<file path="src/rtl/grf_wb_pkg.sv">
// GRF write-side shared types: register/data widths and the buffered write-back entry.
// Latency: n/a (types only).
// Backpressure: n/a (types only).
package grf_wb_pkg;

  localparam int ADDR_W = 5;
  localparam int DATA_W = 32;

  // One pending register write; a3 == 0 means "no write" (killed or discarded).
  typedef struct packed {
    logic [ADDR_W-1:0] a3;
    logic [DATA_W-1:0] wd;
  } wb_entry_t;

endpackage

</file>
<file path="src/rtl/wb_fifo.sv">
// Circular buffer of pending secondary write-backs with in-place WAW kill and age-ordered hit vector.
// Latency: push visible at head one cycle after the push edge; pop takes effect at the edge.
// Backpressure: caller must not push when full or pop when empty; full is exported through count.
//
// Ports: clk, reset (async active-low); push/push_entry, pop; kill_a3 clears matching
// buffered a3 fields at the edge; q_a1/q_a2 query addresses; head = oldest entry;
// count = occupied slots; hit[i] = i-th oldest occupied entry is live and matches a query.
module wb_fifo
  import grf_wb_pkg::*;
#(
  parameter int DEPTH = 2,
  localparam int PW = $clog2(DEPTH),
  localparam int CW = PW + 1
) (
  input  logic              clk,
  input  logic              reset,
  input  logic              push,
  input  wb_entry_t         push_entry,
  input  logic              pop,
  input  logic [ADDR_W-1:0] kill_a3,
  input  logic [ADDR_W-1:0] q_a1,
  input  logic [ADDR_W-1:0] q_a2,
  output wb_entry_t         head,
  output logic [CW-1:0]     count,
  output logic [DEPTH-1:0]  hit
);

  wb_entry_t         mem [DEPTH];
  logic [PW-1:0]     rd_ptr;
  logic [PW-1:0]     wr_ptr;
  logic [CW-1:0]     cnt;

  always_ff @(posedge clk or negedge reset) begin
    if (!reset) begin
      rd_ptr <= '0;
      wr_ptr <= '0;
      cnt    <= '0;
      for (int i = 0; i < DEPTH; i++) mem[i] <= '0;
    end else begin
      // Kill first; a push into the same slot (only possible into a free slot)
      // overrides it, and the caller has already applied the kill to push_entry.
      if (kill_a3 != '0) begin
        for (int i = 0; i < DEPTH; i++) begin
          if (mem[i].a3 == kill_a3) mem[i].a3 <= '0;
        end
      end
      if (push) begin
        mem[wr_ptr] <= push_entry;
        wr_ptr      <= wr_ptr + 1'b1;
      end
      if (pop) rd_ptr <= rd_ptr + 1'b1;
      case ({push, pop})
        2'b10:   cnt <= cnt + 1'b1;
        2'b01:   cnt <= cnt - 1'b1;
        default: cnt <= cnt;
      endcase
    end
  end

  assign head  = mem[rd_ptr];
  assign count = cnt;

  // Age-ordered so bit 0 is always the head, which lets the caller mask the draining entry.
  always_comb begin
    hit = '0;
    for (int i = 0; i < DEPTH; i++) begin
      if ((CW'(i) < cnt) && (mem[rd_ptr + PW'(i)].a3 != '0) &&
          ((mem[rd_ptr + PW'(i)].a3 == q_a1) || (mem[rd_ptr + PW'(i)].a3 == q_a2)))
        hit[i] = 1'b1;
    end
  end

endmodule

</file>
<file path="src/rtl/grf_wb_arbiter.sv">
// Merges pipeline WB with buffered secondary results onto the single GRF write port; exports read hazard.
// Latency: pipeline write 0 cycles; secondary result earliest one cycle after accept, on an idle port cycle.
// Backpressure: aux_ready = not full (registered state only); drain_req asks for a WB bubble when starved.
//
// Ports: clk, reset (async active-low); pipe_a3/pipe_wd pipeline WB; aux_valid/aux_ready/
// aux_a3/aux_wd secondary producer; grf_a3/grf_wd GRF write port; q_a1/q_a2 -> q_stall
// read hazard; drain_req bubble request; count buffered entries.
module grf_wb_arbiter
  import grf_wb_pkg::*;
#(
  parameter int DEPTH      = 2,
  parameter int STARVE_MAX = 4,
  localparam int CW = $clog2(DEPTH) + 1,
  localparam int SW = $clog2(STARVE_MAX + 1)
) (
  input  logic              clk,
  input  logic              reset,
  input  logic [ADDR_W-1:0] pipe_a3,
  input  logic [DATA_W-1:0] pipe_wd,
  input  logic              aux_valid,
  output logic              aux_ready,
  input  logic [ADDR_W-1:0] aux_a3,
  input  logic [DATA_W-1:0] aux_wd,
  output logic [ADDR_W-1:0] grf_a3,
  output logic [DATA_W-1:0] grf_wd,
  input  logic [ADDR_W-1:0] q_a1,
  input  logic [ADDR_W-1:0] q_a2,
  output logic              q_stall,
  output logic              drain_req,
  output logic [CW-1:0]     count
);

  wb_entry_t         head;
  wb_entry_t         push_entry;
  logic [DEPTH-1:0]  hit;
  logic [DEPTH-1:0]  drain_mask;
  logic              accept;
  logic              push;
  logic              pop;
  logic [SW-1:0]     starve;

  // Ready depends only on registered occupancy; full blocks pushes even on a pop cycle.
  assign aux_ready = reset && (count != CW'(DEPTH));
  assign accept    = aux_valid && aux_ready;
  // A zero destination completes the handshake without taking a slot.
  assign push      = accept && (aux_a3 != '0);
  assign pop       = reset && (pipe_a3 == '0) && (count != '0);

  // Same-cycle pipeline write to the same register is younger: store the result as a no-write.
  always_comb begin
    push_entry.wd = aux_wd;
    push_entry.a3 = (aux_a3 == pipe_a3) ? '0 : aux_a3;
  end

  wb_fifo #(.DEPTH(DEPTH)) u_fifo (
    .clk        (clk),
    .reset      (reset),
    .push       (push),
    .push_entry (push_entry),
    .pop        (pop),
    .kill_a3    (pipe_a3),
    .q_a1       (q_a1),
    .q_a2       (q_a2),
    .head       (head),
    .count      (count),
    .hit        (hit)
  );

  always_comb begin
    grf_a3 = '0;
    grf_wd = '0;
    if (reset) begin
      if (pipe_a3 != '0) begin
        grf_a3 = pipe_a3;
        grf_wd = pipe_wd;
      end else if (count != '0) begin
        grf_a3 = head.a3;
        grf_wd = head.wd;
      end
    end
  end

  // The draining head is forwarded by the GRF bypass, so it never stalls. Entries being
  // killed this cycle are still live in hit[] and therefore stall.
  assign drain_mask = {{(DEPTH-1){1'b0}}, pop};

  always_comb begin
    q_stall = 1'b0;
    if (reset) begin
      if ((hit & ~drain_mask) != '0) q_stall = 1'b1;
      if (push && (push_entry.a3 != '0) &&
          ((push_entry.a3 == q_a1) || (push_entry.a3 == q_a2)))
        q_stall = 1'b1;
    end
  end

  always_ff @(posedge clk or negedge reset) begin
    if (!reset) begin
      starve <= '0;
    end else if ((count == '0) || pop) begin
      starve <= '0;
    end else if (starve != SW'(STARVE_MAX)) begin
      // Non-empty and not draining means the pipeline held the port this cycle.
      starve <= starve + 1'b1;
    end
  end

  assign drain_req = reset && (starve == SW'(STARVE_MAX));

endmodule

</file>
<file path="config.mk">
export PLATFORM = sky130hd
export DESIGN_NAME = grf_wb_arbiter
export DESIGN_NICKNAME = d
export VERILOG_FILES = /design/src/rtl/grf_wb_pkg.sv /design/src/rtl/wb_fifo.sv /design/src/rtl/grf_wb_arbiter.sv
export SDC_FILE = /design/constraint.sdc
export NUM_CORES = 1
export LEC_CHECK = 0
export ABC_AREA = 1
export BUFFER_PORTS_ARGS = -buffer_cell sky130_fd_sc_hd__buf_2
export CELL_PAD_IN_SITES_DETAIL_PLACEMENT = 0
export CELL_PAD_IN_SITES_GLOBAL_PLACEMENT = 1
export CORE_MARGIN = 5
export CORE_UTILIZATION = 40
export DETAILED_ROUTE_END_ITERATION = 7
export PLACE_DENSITY_LB_ADDON = 0.08
export SLEW_MARGIN = 5
export SYNTH_ARGS = -nofsm -noshare
export SYNTH_HDL_FRONTEND = slang
export SYNTH_SLANG_ARGS = --single-unit
export TNS_END_PERCENT = 5
</file>
<file path="constraint.sdc">
create_clock -name clk -period 2.8 [get_ports clk]
set_input_delay 0.14 -clock clk [delete_from_list [all_inputs] [get_ports clk]]
set_output_delay 0.14 -clock clk [all_outputs]
set_load 0.02 [all_outputs]
</file>
After elaboration in Yosys (flattened, before gate mapping)

Index checks and enable logic that the tools add are counted.

Latch bits: 0
RAM bits: 0
Logic and storage cells: 95
Bits in read-only memories: 0
Memories: 0
Output and inout port bits: 42
Register bits after elaboration: 81

Bitwise operators: 5
Eq/ne operators: 14
$lt $le $gt $ge: 6
Multipliers: 0
Shift operators: 0
Mux-type cells: 29
$add $sub $neg: 5
Reduce and logical (&&, ||, !) cells: 28
Divide/modulo/power cells: 0

Operators by type and width:

| cell                  | number |
|---|---|
| $mux W37              | 7 |
| $mux W32              | 3 |
| $bwmux W74            | 1 |
| $mux W74              | 1 |
| $eq A5 B5 Y1          | 9 |
| $mux W5               | 8 |
| $demux W37 S1         | 1 |
| $reduce_bool A5 Y1    | 5 |
| $logic_and A1 B1 Y1   | 13 |
| $not A1 Y2            | 4 |
| $reduce_bool A2 Y1    | 4 |
| $ge A2 B2 Y1 const B  | 3 |
| $mux W3               | 2 |
| $logic_not A5 Y1      | 1 |
| $mux W1               | 5 |
| $logic_or A1 B1 Y1    | 4 |
| $lt A1 B2 Y1 const A  | 2 |
| $pmux W2 S2           | 1 |
| $add A3 B1 Y3 const B | 1 |
| $eq A3 B3 Y1 const B  | 1 |
| $ne A3 B3 Y1 const B  | 1 |
| $add A1 B1 Y1 const B | 2 |
| $add A2 B1 Y2 const B | 1 |
| $and A2 B2 Y2         | 1 |
| 6 further kinds       | 6 |

Longest topological paths before layout

Depth after elaboration: 14
Depth in mapped cells: 14
Depth with buffers taken out: 13

Cells and area by module

From an unflattened synthesis, not the netlist that was laid out.

Cell total of the unflattened synthesis: 711
Area, all modules: 5073.6 um^2

By module, submodules not included:

| module         | area an instance (um^2) | cells an instance | times used | seq. area each (um^2) |
|---|---|---|---|---|
| wb_fifo        | 4071.4                  | 547               | 1          | 1951.9 |
| grf_wb_arbiter | 1002.2                  | 164               | 1          | 75.1 |

Worst setup path before layout

OpenSTA, ideal clock, no wires.

Kind: reg-to-reg
From: register u_fifo.cnt[0] (netlist: u_fifo.count[0])
To: register u_fifo.mem[69] in the netlist's numbering
Slack: 0.909 ns
Required time: 2.673 ns
Arrival time: 1.764 ns
Period minus slack after synthesis: 1.891 ns
Setup time: 0.127 ns
Cell stages (with the launch flop): 10
Path through: dfrtp_1 inv_1 ha_1 nor3b_2 nand2_1 or2_1 buf_4 buf_4 nand3_1 o21ai_0

Word-level cells in the longest chain between the ends: 5

Ends and longest elaborated chain:

| item                           | line                 | source |
|---|---|---|
| start: declaration             | wb_fifo.sv:31        | `logic [CW-1:0] cnt;` |
| start signal: assignment       | wb_fifo.sv:53        | `2'b10: cnt <= cnt + 1'b1;` |
| start signal: assignment       | wb_fifo.sv:54        | `2'b01: cnt <= cnt - 1'b1;` |
| start signal: assignment       | wb_fifo.sv:55        | `default: cnt <= cnt;` |
| $ne A2 B2 Y1                   | grf_wb_arbiter.sv:43 | `assign aux_ready = reset && (count != CW'(DEPTH));` |
| $logic_and A1 B1 Y1            | grf_wb_arbiter.sv:43 |  |
| $logic_and A1 B1 Y1            | grf_wb_arbiter.sv:44 | `assign accept = aux_valid && aux_ready;` |
| $logic_and A1 B1 Y1            | grf_wb_arbiter.sv:46 | `assign push = accept && (aux_a3 != '0);` |
| $mux W74                       | wb_fifo.sv:47        | `if (push) begin` |
| end signal: indexed assignment | wb_fifo.sv:48        | `mem[wr_ptr] <= push_entry;` |
| end: declaration               | wb_fifo.sv:28        | `wb_entry_t mem [DEPTH];` |

Every way passes these cells.
A chain may end at the register's enable or synchronous reset.

Final worst setup path

From: register u_fifo.cnt[0] (netlist: u_fifo.count[0])
To: output port grf_wd[22]

Word-level cells in the longest chain between the ends: 4

Ends and longest elaborated chain:

| item               | line                 | source |
|---|---|---|
| $reduce_bool A2 Y1 | grf_wb_arbiter.sv:76 | `end else if (count != '0) begin` |
| $mux W32           | grf_wb_arbiter.sv:76 |  |
| $mux W32           | grf_wb_arbiter.sv:73 | `if (pipe_a3 != '0) begin` |
| $mux W32           | grf_wb_arbiter.sv:72 | `if (reset) begin` |
| end: declaration   | grf_wb_arbiter.sv:25 | `output logic [DATA_W-1:0] grf_wd,` |

Every way passes these cells.

==> metrics.csv <==
stage;metric;value;unit
run_status;outcome;finished clean;
pwr;p_leak;3.087;nW
pwr;ir_drop;0.4111;mV
yosys;ys_ff_latch;81;
drt;ant_nets;0;
sta;drv_slew;0;
die;core_area;11960;um^2
placement;dpl_cell_area;5567;um^2
global_route;gr-usage-all-layers;19.56;%
layout;antenna_cells;0;
global_route;overflow;0;
global_route;grt_pass1_vias;4635;
worst_setup_path;endpoint_kind;output port;
clocking;hold_buffers;1;
worst_setup_path;slowest_delay;490;ps
worst_setup_path;critPathBufInv;3;
clocking;cts_tree;built;
clocking;post_cts_buffers;0;
sta;setup_violations;0;
yosys;synth-edff-count;0;
clocking;path_clk_slew;60;ps
sta;tns;0;ps
clocking;numClockSinks;81;
worst_setup_path;crit_fanout;21;
drt;firstDrtPassIters;5;
yosys;yosys.area_share.adder;1.551;%
yosys;synth_most_common_cell;nand2_1;
yosys;yosys_warnings;0;
die;rows;40;
yosys;synth_area_leaders;dfrtp_1 (42%), nand2_1 (10%), o21ai_0 (10%);
yosys;synthCells;669;
drt;drtIter0Drc;315;
sta;tightest_slew;782.3;ps
global_route;grt_max_degree;75;
yosys;synth_compound_area_share;16.05;%
sta;maxSlewHeadroom;47.85;%
sta;fin_worst_skew;5.866;ps
worst_setup_path;reg2reg_slack;670;ps
yosys;synth_fp_nets;762;
pwr;p_per_area;923.6;nW/um^2
die;die_h;120.0;um
layout;multi_input_area;2391;um^2
clocking;ctsResizeCount;0;
layout;register_area;2028;um^2
worst_setup_path;critical_path.top_delay_family;buffers and inverters;
yosys;synth_mux_area_share;0;%
placement;gp_congestion;0.8924;
global_route;grt_pass1_wl;22.78;mm
yosys;synth_area_per_cell;7.236;um^2
die;io_pins;129;
clocking;clk_latency;340;ps
placement;post-dp-hpwl;9.632;mm
yosys;synthArstFlopShare;100.0;%
global_route;antenna_found_initial;0;
drt;drt-total-wl;13.84;mm
yosys;yosysUniqueCellTypes;31;
worst_setup_path;path_cells;inv_1, ha_1, inv_1, o21ai_0, nor3_1, a21oi_1, nor2_1, buf_2;
flow_run;drv_cap;0;
placement;portBuffers;128;
drt;avgRoutedWirePerCell;14.85;um
clocking;htree_levels;3;
yosys;yosys.area_share.xor_xnor;5.790;%
yosys;synth_largest_area_cell;dfrtp_1;
yosys;ys_seq_area_share;41.87;%
yosys;yosys.area_share.simple;25.90;%
die;die_w;120.0;um
worst_setup_path;startpoint_type;flip-flop;
drt;drc;0;
clocking;numCtsBuffers;9;
worst_setup_path;criticalPathCategory;reg -> out;
die;design.die.area;14400;um^2
yosys;synthesis.area;4841;um^2
layout;syn_to_final_growth;21.35;%
drt;routed_via_density;5.073;
sta;fin_crit;2505;ps
sta;rsz0062_at_grt;false;
worst_setup_path;arrival;2370;ps
worst_setup_path;cp.required;2660;ps
clocking;root_buffer;clkbuf_16;
yosys;synth_ff_type;dfrtp_1;
worst_setup_path;slowest_stage;inv_1;
worst_hold_path;holdCritPathClass;in -> reg;
yosys;synth_common_cells;nand2_1 (131), o21ai_0 (98), nor2_1 (92);
worst_setup_path;crit_top_cell;inv_1;
layout;nets;873;
clocking;cts_buffer_depth;2;
layout;num-fill-cells;1239;
drt;vias;4728;
yosys;synth_top_family_by_area;simple AND/OR/NAND/NOR gates;
yosys;synth_top_cell_area_share;41.87;%
die;initial_core_util;40.47;%
sta;fmax;399.2;MHz
sta;fin_crit_sh;89.48;%
layout;design_area;5874;um^2
layout;drive_above_1_share;21.02;%
sta;hold_viol;0;
==> power breakdown <==
part / switching (W) / leakage, nW / total (W) / internal [W]
combinational: 0.00138 / 1.94 / 0.00217 / 0.000793
clock: 0.000456 / 0.142 / 0.00117 / 0.000712
sequential: 0.000373 / 1.01 / 0.00209 / 0.00171
==> area by class of cell <==
class                      instances  area share, %
sequential                        81          34.53
inverter                          64          4.089
timing repair buffer             138          12.48
tap                              147          3.131
multi-input combinational        486          40.70
clock inverter                     5         0.9372
clock buffer                      11          4.132
==> metrics by stage <==
stage | power [W] | setup slack (ps) | utilization [%] | std cells | hold slack [ps]
floorplan | 0.003648 | 909.1 | - | 669 | -155.6
global placement | 0.004227 | 353.0 | 46.54 | 915 | 197.4
detailed placement | 0.004292 | 388.9 | 46.54 | 915 | 198.8
CTS | 0.005489 | 251.0 | 49.11 | 932 | 56.39
global route | 0.005927 | 6.614 | 49.11 | 932 | 57.65
finish | 0.005426 | 294.7 | 49.11 | 932 | 66.52
==> routing by layer <==
metal	up-vias	track usage, %	share of wire [%]
li1	2391	-	-
met1	2198	26.66	47
met2	119	30.66	46
met3	20	4.713	4.8
met4	0	6.299	2.0
met5	-	0	0
==> final timing paths <==
kind                                        startpoint                         to  cells past startpoint
hold / removal                              aux_wd[19]                  flip-flop                      3
hold reg to reg                              flip-flop                  flip-flop                      2
setup / recovery           u_fifo.count[0]$_DFFE_PN0P_                 grf_wd[22]                      8
setup reg to reg           u_fifo.count[0]$_DFFE_PN0P_                  flip-flop                      8
max in group asynchronous                        reset  u_fifo.rd_ptr$_DFFE_PN0P_                      4
min in group asynchronous                        reset                  async pin                      3
==> layout by cell type (no fill, tap or decap), types with 6 or more instances in the layout <==
| cell | synthesis | final |
|---|---|---|
| inv_1 | 60 | 60 |
| o21ai_0 | 98 | 98 |
| nand2_1 | 131 | 131 |
| ha_1 | 6 | 6 |
| buf_4 | 6 | 9 |
| xor2_1 | 23 | 23 |
| nand3_1 | 23 | 22 |
| nor3_1 | 24 | 24 |
| xnor2_1 | 9 | 9 |
| clkbuf_16 | 0 | 9 |
| buf_2 | 5 | 127 |
| nor4_1 | 16 | 16 |
| a21oi_1 | 39 | 39 |
| dfrtp_1 | 81 | 80 |
| nor2_1 | 92 | 92 |
==> tightest hold or removal path, delay by kind of cell <==
family	cells	cell delay, ps
buffers and inverters	2	140
AO/OA/AOI/OAI	1	80
==> cells by family after synthesis <==
kind of cell	count (synthesis)
compound gates	151
xor+xnor	32
flops	81
buf+inv	102
simple gates	297
fa+ha+maj	6
Note: power is estimated with default switching activity, not from simulation.
